$ cat src/rtl/seq_matrix_multiplier.sv
// Sequential N x N matrix multiplier: C = A x B, one multiply-accumulate per cycle,
// results streamed out in row-major order over a valid/ready handshake.
module seq_matrix_multiplier #(
    parameter int unsigned N      = 4,
    parameter int unsigned W      = 3,
    parameter bit          SIGNED = 1'b0,
    localparam int unsigned AW    = $clog2(N),
    localparam int unsigned OW    = 2 * W + AW
) (
    input  logic          clk,
    input  logic          rst,
    input  logic          wr_en,
    input  logic          wr_sel,
    input  logic [AW-1:0] wr_row,
    input  logic [AW-1:0] wr_col,
    input  logic [W-1:0]  wr_data,
    input  logic          start,
    output logic          busy,
    output logic          res_valid,
    input  logic          res_ready,
    output logic [OW-1:0] res_data,
    output logic [AW-1:0] res_row,
    output logic [AW-1:0] res_col,
    output logic          done
);

    typedef enum logic [1:0] {
        IDLE = 2'd0,
        MAC  = 2'd1,
        HOLD = 2'd2,
        FIN  = 2'd3
    } state_e;

    localparam logic [AW-1:0] LAST_IDX = AW'(N - 1);

    state_e        state_q, state_d;
    logic [W-1:0]  a_q [N][N];
    logic [W-1:0]  b_q [N][N];
    logic [AW-1:0] i_q, i_d, j_q, j_d, k_q, k_d;
    logic [OW-1:0] acc_q, acc_d;
    logic [OW-1:0] res_data_q, res_data_d;
    logic [AW-1:0] res_row_q, res_row_d, res_col_q, res_col_d;
    logic          busy_q, busy_d, res_valid_q, res_valid_d, done_q, done_d;
    logic [OW-1:0] prod;
    logic [OW-1:0] acc_sum;
    logic          k_last, elem_last, hs;

    // Widen an operand to result precision, sign-extending in two's-complement mode.
    function automatic logic [OW-1:0] widen(input logic [W-1:0] v);
        if (SIGNED) begin
            return {{(OW - W){v[W-1]}}, v};
        end
        return {{(OW - W){1'b0}}, v};
    endfunction

    assign prod      = widen(a_q[i_q][k_q]) * widen(b_q[k_q][j_q]);
    assign acc_sum   = acc_q + prod;
    assign k_last    = (k_q == LAST_IDX);
    assign elem_last = (i_q == LAST_IDX) && (j_q == LAST_IDX);
    assign hs        = res_valid_q && res_ready;

    // State register
    always_ff @(posedge clk) begin
        if (rst) begin
            state_q <= IDLE;
        end else begin
            state_q <= state_d;
        end
    end

    // Next-state logic
    always_comb begin
        state_d = state_q;
        case (state_q)
            IDLE:    if (start)  state_d = MAC;
            MAC:     if (k_last) state_d = HOLD;
            HOLD:    if (hs)     state_d = elem_last ? FIN : MAC;
            FIN:     state_d = IDLE;
            default: state_d = IDLE;
        endcase
    end

    // Output and datapath next values; status flags are decoded from the next state
    // so the registered copies line up exactly with the state they describe.
    always_comb begin
        i_d         = i_q;
        j_d         = j_q;
        k_d         = k_q;
        acc_d       = acc_q;
        res_data_d  = res_data_q;
        res_row_d   = res_row_q;
        res_col_d   = res_col_q;
        busy_d      = (state_d == MAC) || (state_d == HOLD);
        res_valid_d = (state_d == HOLD);
        done_d      = (state_d == FIN);
        case (state_q)
            IDLE: begin
                if (start) begin
                    i_d   = '0;
                    j_d   = '0;
                    k_d   = '0;
                    acc_d = '0;
                end
            end
            MAC: begin
                if (k_last) begin
                    res_data_d = acc_sum;
                    res_row_d  = i_q;
                    res_col_d  = j_q;
                    acc_d      = '0;
                    k_d        = '0;
                end else begin
                    acc_d = acc_sum;
                    k_d   = k_q + AW'(1);
                end
            end
            HOLD: begin
                if (hs) begin
                    if (j_q == LAST_IDX) begin
                        j_d = '0;
                        i_d = i_q + AW'(1);
                    end else begin
                        j_d = j_q + AW'(1);
                    end
                end
            end
            default: ;
        endcase
    end

    // Datapath and output registers
    always_ff @(posedge clk) begin
        if (rst) begin
            i_q         <= '0;
            j_q         <= '0;
            k_q         <= '0;
            acc_q       <= '0;
            res_data_q  <= '0;
            res_row_q   <= '0;
            res_col_q   <= '0;
            busy_q      <= 1'b0;
            res_valid_q <= 1'b0;
            done_q      <= 1'b0;
        end else begin
            i_q         <= i_d;
            j_q         <= j_d;
            k_q         <= k_d;
            acc_q       <= acc_d;
            res_data_q  <= res_data_d;
            res_row_q   <= res_row_d;
            res_col_q   <= res_col_d;
            busy_q      <= busy_d;
            res_valid_q <= res_valid_d;
            done_q      <= done_d;
        end
    end

    // Operand storage; writes are locked out while a multiply is in flight.
    always_ff @(posedge clk) begin
        if (rst) begin
            for (int r = 0; r < int'(N); r++) begin
                for (int c = 0; c < int'(N); c++) begin
                    a_q[r][c] <= '0;
                    b_q[r][c] <= '0;
                end
            end
        end else if (wr_en && !busy_q) begin
            if (!wr_sel) begin
                a_q[wr_row][wr_col] <= wr_data;
            end else begin
                b_q[wr_row][wr_col] <= wr_data;
            end
        end
    end

    assign busy      = busy_q;
    assign res_valid = res_valid_q;
    assign res_data  = res_data_q;
    assign res_row   = res_row_q;
    assign res_col   = res_col_q;
    assign done      = done_q;

endmodule

$ cat config.mk
export PLATFORM = sky130hd
export DESIGN_NAME = seq_matrix_multiplier
export DESIGN_NICKNAME = d
export VERILOG_FILES = /design/src/rtl/seq_matrix_multiplier.sv
export SDC_FILE = /design/constraint.sdc
export NUM_CORES = 1
export LEC_CHECK = 0
export BUFFER_PORTS_ARGS = -buffer_cell sky130_fd_sc_hd__buf_2
export CELL_PAD_IN_SITES_DETAIL_PLACEMENT = 0
export CELL_PAD_IN_SITES_GLOBAL_PLACEMENT = 1
export CORE_UTILIZATION = 50
export DETAILED_ROUTE_END_ITERATION = 16
export GPL_TIMING_DRIVEN = 0
export PLACE_DENSITY = 0.89
export REMOVE_ABC_BUFFERS = 1
export SYNTH_ARGS = -nofsm -noshare
export SYNTH_HDL_FRONTEND = slang
export SYNTH_SLANG_ARGS = --single-unit
export TNS_END_PERCENT = 10
$ cat constraint.sdc
create_clock -name clk -period 5 [get_ports clk]
set_input_delay 0.25 -clock clk [delete_from_list [all_inputs] [get_ports clk]]
set_output_delay 0.25 -clock clk [all_outputs]
set_load 0.02 [all_outputs]
# Word-level counts from Yosys, hierarchy flattened
# Memories as Yosys holds them, arrays and structs flattened. A register that Yosys moved wholly into a read port is not among the register bits.
# Index checks and enable logic that the tools add are counted.
# word_totals
ff_bits	31
word_cells	97
memories	2
output_inout_bits	15
input_bits	13
mem_bits_rw	96
# op_classes
magnitude_cmp	4
eq_ne	12
n_bitwise	3
n_reduce_logical	15
addsub	4
multipliers	1
muxes	45
# mem_list
name	words	word_bits	rd	rd_clocked_by_memory_dff	write_ports	line_no	text
a_q	4	12	1	1	4	37	logic [W-1:0] a_q [N][N];
b_q	4	12	1	1	4	38	logic [W-1:0] b_q [N][N];
# ops
op	count
$mux 12	6
$mux 2	16
$reduce_or 12->1	2
$mux 8	2
$pmux 8 s2	1
$mux 3	5
$eq 2x2->1 const B	7
$bmux 3 s2	2
$pmux 2 s2	3
$ge 3x3->1 const B	3
$not 2->3	3
$add 8x6->8	1
$mux 1	8
$pmux 2 s4	1
$add 2x1->2 const B	3
$demux 3 s2	1
$mul 3x3->6	1
$ne 2x2->1 const B	3
$eq 2x1->1 const B	2
$logic_and 1x1->1	4
$reduce_and 2->1	2
$reduce_and 4->1	1
$reduce_bool 2->1	2
$lt 3x1->1 const B	1
other kinds (4)	4

# Depth between registers and ports, before layout
# depth
depth_word	8
ltp_mapped	14
mapped_depth_nobuf	13

# Worst setup path before layout
# OpenSTA, ideal clock, no wires.
# synth_timing
kind	reg-to-reg
start	register (tool-made name)
end	register acc_q[6]
n_path_buf	1
path_stages_with_launch	14
setup_ns	0.060
period_less_slack_ns	3.848
required_ns	4.940
setup_slack_ns	1.152
t_arrival_ns	3.788
path_cell_list	dfxtp_1 -> buf_6 -> mux4_2 -> a22o_1 -> a221oi_2 -> or2_1 -> fa_1 -> fa_1 -> inv_1 -> ha_1 -> a211o_1 -> a2111oi_0 -> or3_1 -> a32o_1
# synth_rtl
element	line_no	text
to (signal assigned)	137	acc_q <= '0;
to (signal assigned)	148	acc_q <= acc_d;
to (decl)	40	logic [OW-1:0] acc_q, acc_d;

==> impl_metrics.py <==
metrics = {
    "outcome": {
        "status": "finished clean",
    },
    "setup_path": {
        "reg2regPathDepth": 12,
        "slowest_delay_ns": 0.76,
        "crit_top_cell": "fa_1",
        "arrival_ns": 4.97,
        "path_buf_inv": 1,
        "cp.depth": 12,
        "worstPathCellList": "mux4_1, a22o_1, a221oi_2, or2_1, fa_1, fa_1, inv_1, ha_1, a211o_1, a2111oi_0, or3_1, a32o_1",
        "crit_family": "compound AO/OA/AOI/OAI gates",
        "start_kind": "register",
        "path_class": "reg2reg",
        "critPathMaxFanout": 12,
        "slowest_stage": "dfxtp_1",
        "cp_data_required_time_ns": 5.35,
        "worstSetupEndpointType": "register",
    },
    "cts": {
        "h-tree-depth": 4,
        "cts_tree": "done",
        "cts-root-buf": "clkbuf_16",
        "cts_repair_resize_count": 0,
        "clock_path_buffers": 2,
        "postCtsSetupRepairBufs": 0,
        "numClockSinks": 131,
        "numCtsBuffers": 17,
        "clock_latency_ns": 0.42,
        "cts_hold_buf": 0,
        "clk_pin_slew_ns": 0.05,
    },
    "min_path": {
        "whs_path_depth": 2,
        "hold_path_class": "in2reg",
    },
    "sta": {
        "finalSetupViolations": 0,
        "finalCriticalPeriod_ns": 4.613,
        "slew_headroom_pct": 8.976,
        "tns_ns": 0,
        "final-hold-violation-count": 0,
        "drv_slew": 0,
        "period_share_pct": 92.26,
        "worst_slew_pin_slew_ns": 1.364,
        "rsz0062_at_grt": "false",
        "finClkSkew_ns": 0.009213,
        "fmax_ghz": 0.2168,
    },
    "synthesis": {
        "synth-seq-cells": 131,
        "ys_seq_area_share_pct": 54.64,
        "async_flop_share_pct": 0,
        "synth_edf_count": 96,
        "ys.warnings.count": 0,
        "synth_area_mm2": 0.006559,
        "yosysUniqueCellTypes": 48,
        "ys.flop_type": "edfxtp_1",
        "syn_inst": 549,
        "postSynthAreaPerCell_um2": 11.95,
    },
    "global_routing": {
        "grtUsageMet1_pct": 28.74,
        "grtUsageTotal_pct": 22.71,
        "grt_overflow": 0,
        "met3_usage_pct": 4.515,
        "first_global_vias": 4414,
        "grt_antenna_before_repair": 0,
        "grt.busiest_layer": "met2",
        "grt_max_degree": 42,
        "grt_first_pass_wirelength_mm": 22.38,
        "grt_use_met2_pct": 38.30,
    },
    "detailed_routing": {
        "vias": 4288,
        "ant_nets": 0,
        "dr.pass1.iters": 6,
        "via_per_inst": 5.748,
        "wire_per_inst_um": 18.21,
        "drt_iter0_drc": 353,
        "totalWireLength_mm": 13.58,
        "drcViolationCount": 0,
    },
    "cells_and_area": {
        "layout_commonest_cell": "edfxtp_1",
        "layout_common_cells": "edfxtp_1 (96), and2_1 (76), nor2_1 (54)",
        "multiInputGateArea_mm2": 0.002758,
        "drive_gt1_share_pct": 12.20,
        "finalNetCount": 593,
        "final_cells": 746,
        "seqCellArea_mm2": 0.003583,
        "diodes": 0,
        "nFillCells": 1081,
        "area_delta_synth_final_pct": 11.77,
        "fin_util_pct": 57.62,
    },
    "flow_run": {
        "maxCapViolCount": 0,
    },
    "die": {
        "ios": 28,
        "die_y_um": 116.5,
        "die_area_mm2": 0.01358,
        "rows": 41,
        "die_w_um": 116.5,
        "start_util_pct": 51.55,
        "coreArea_mm2": 0.01272,
    },
    "power": {
        "power.density_mw_per_mm2": 350.0,
        "p_clk_share_pct": 46.3,
        "leakagePower_nw": 2.858,
        "peakVddDrop_v": 0.0002886,
        "p_switching_mw": 0.5834,
        "p_int_mw": 1.982,
        "p_sw_share_pct": 22.74,
        "sequentialPowerShare_pct": 47.4,
        "comb_power_share_pct": 6.3,
    },
    "placement": {
        "gp_congestion": 0.8145,
        "io_buffer_count": 27,
        "place_hpwl_mm": 8.968,
        "dpl.cell_count": 714,
    },
}
power groups by stage:
stage          sequential [mW]  combinational (mW)  clock [mW]
6_report                  1.22               0.161        1.19
5_1_grt                   1.22               0.179        1.25
4_1_cts                   1.22               0.161        1.20
3_5_place_dp              1.24               0.159           0
3_3_place_gp              1.24               0.154           0
2_1_floorplan             1.23               0.102           0
registers in the layout, summed over array words and instances, names as in the netlist, named ones only:
| signal | cells |
|---|---|
| k_q | 2 |
| acc_q | 8 |
| a_q | 48 |
| res_valid | 1 |
| done | 1 |
| res_data | 8 |
| i_q | 2 |
| busy | 1 |
| res_row | 2 |
| state_q | 2 |
| j_q | 2 |
| b_q | 48 |
| res_col | 2 |
layer usage:
metal,vias to the layer above,wire length (µm)
met5,-,0
met4,0,212
met3,24,803
met2,147,6724
met1,2072,5841
li1,2045,-
synthesized netlist by cell type (2+ instances only):
cell	instances	area, µm²
nor2b_1	9	56.30
o21a_1	2	15.01
a22oi_1	4	30.03
o31ai_1	11	82.58
buf_6	2	22.52
mux2i_1	2	20.02
a22o_1	6	52.55
ha_1	14	175.2
o21ai_0	28	140.1
inv_1	19	71.32
nand3b_1	2	15.01
fa_1	5	100.1
a32oi_1	2	17.52
edfxtp_1	96	2883
xnor2_1	3	26.28
and2_1	76	475.5
nand2b_1	8	50.05
mux4_2	8	180.2
nor2_1	54	202.7
or2_1	4	25.02
nor3b_1	2	15.01
and3_1	24	150.1
nand3_1	11	55.05
clkbuf_1	31	116.4
a211o_1	2	17.52
nand2_1	27	101.4
nor3_1	7	35.03
a21oi_1	15	75.07
a221oi_2	6	90.09
a21o_1	2	15.01
dfxtp_1	35	700.7
mux4_1	16	420.4
path summary, 6_finish.rpt:
kind	from	to	slack (ns)
worst max-delay path	register	acc_q[6]	0.39
worst min register to register	res_row[1]	res_row[1]	0.45
worst max register to register	register	acc_q[6]	0.39
worst min-delay path	rst	acc_q[2]	0.35
cells by family (layout without fill, tap and decap cells):
group	Yosys count	after routing	synth area share, %
compound gates	85	85	8.966
xor+xnor	3	3	0.4007
fa+ha+maj	19	19	4.197
buf+inv	53	78	3.319
flops	131	131	54.64
mux	26	26	9.462
simple gates	232	232	19.02
cell type report:
type | count | area share [%]
clock buffers | 18 | 5.854
clock inverters | 14 | 1.895
inverters | 19 | 0.9729
multi-input cells | 365 | 37.62
flip-flops and latches | 131 | 48.88
well taps | 172 | 2.936
repair buffers | 27 | 1.843
stage by stage:
stage | area [µm²] | setup slack [ns] | power (mW) | hold slack (ns)
5_1_grt | 7331 | 0.1232 | 2.649 | 0.3988
3_5_place_dp | 6763 | 0.4225 | 1.399 | 0.4448
3_3_place_gp | 6763 | 0.4704 | 1.391 | 0.4384
4_1_cts | 7331 | 0.3614 | 2.579 | 0.3413
2_1_floorplan | 6412 | 0.8798 | 1.332 | 0.3191
6_report | 7331 | 0.3869 | 2.565 | 0.3547
Power figures use the tool's default switching activity.
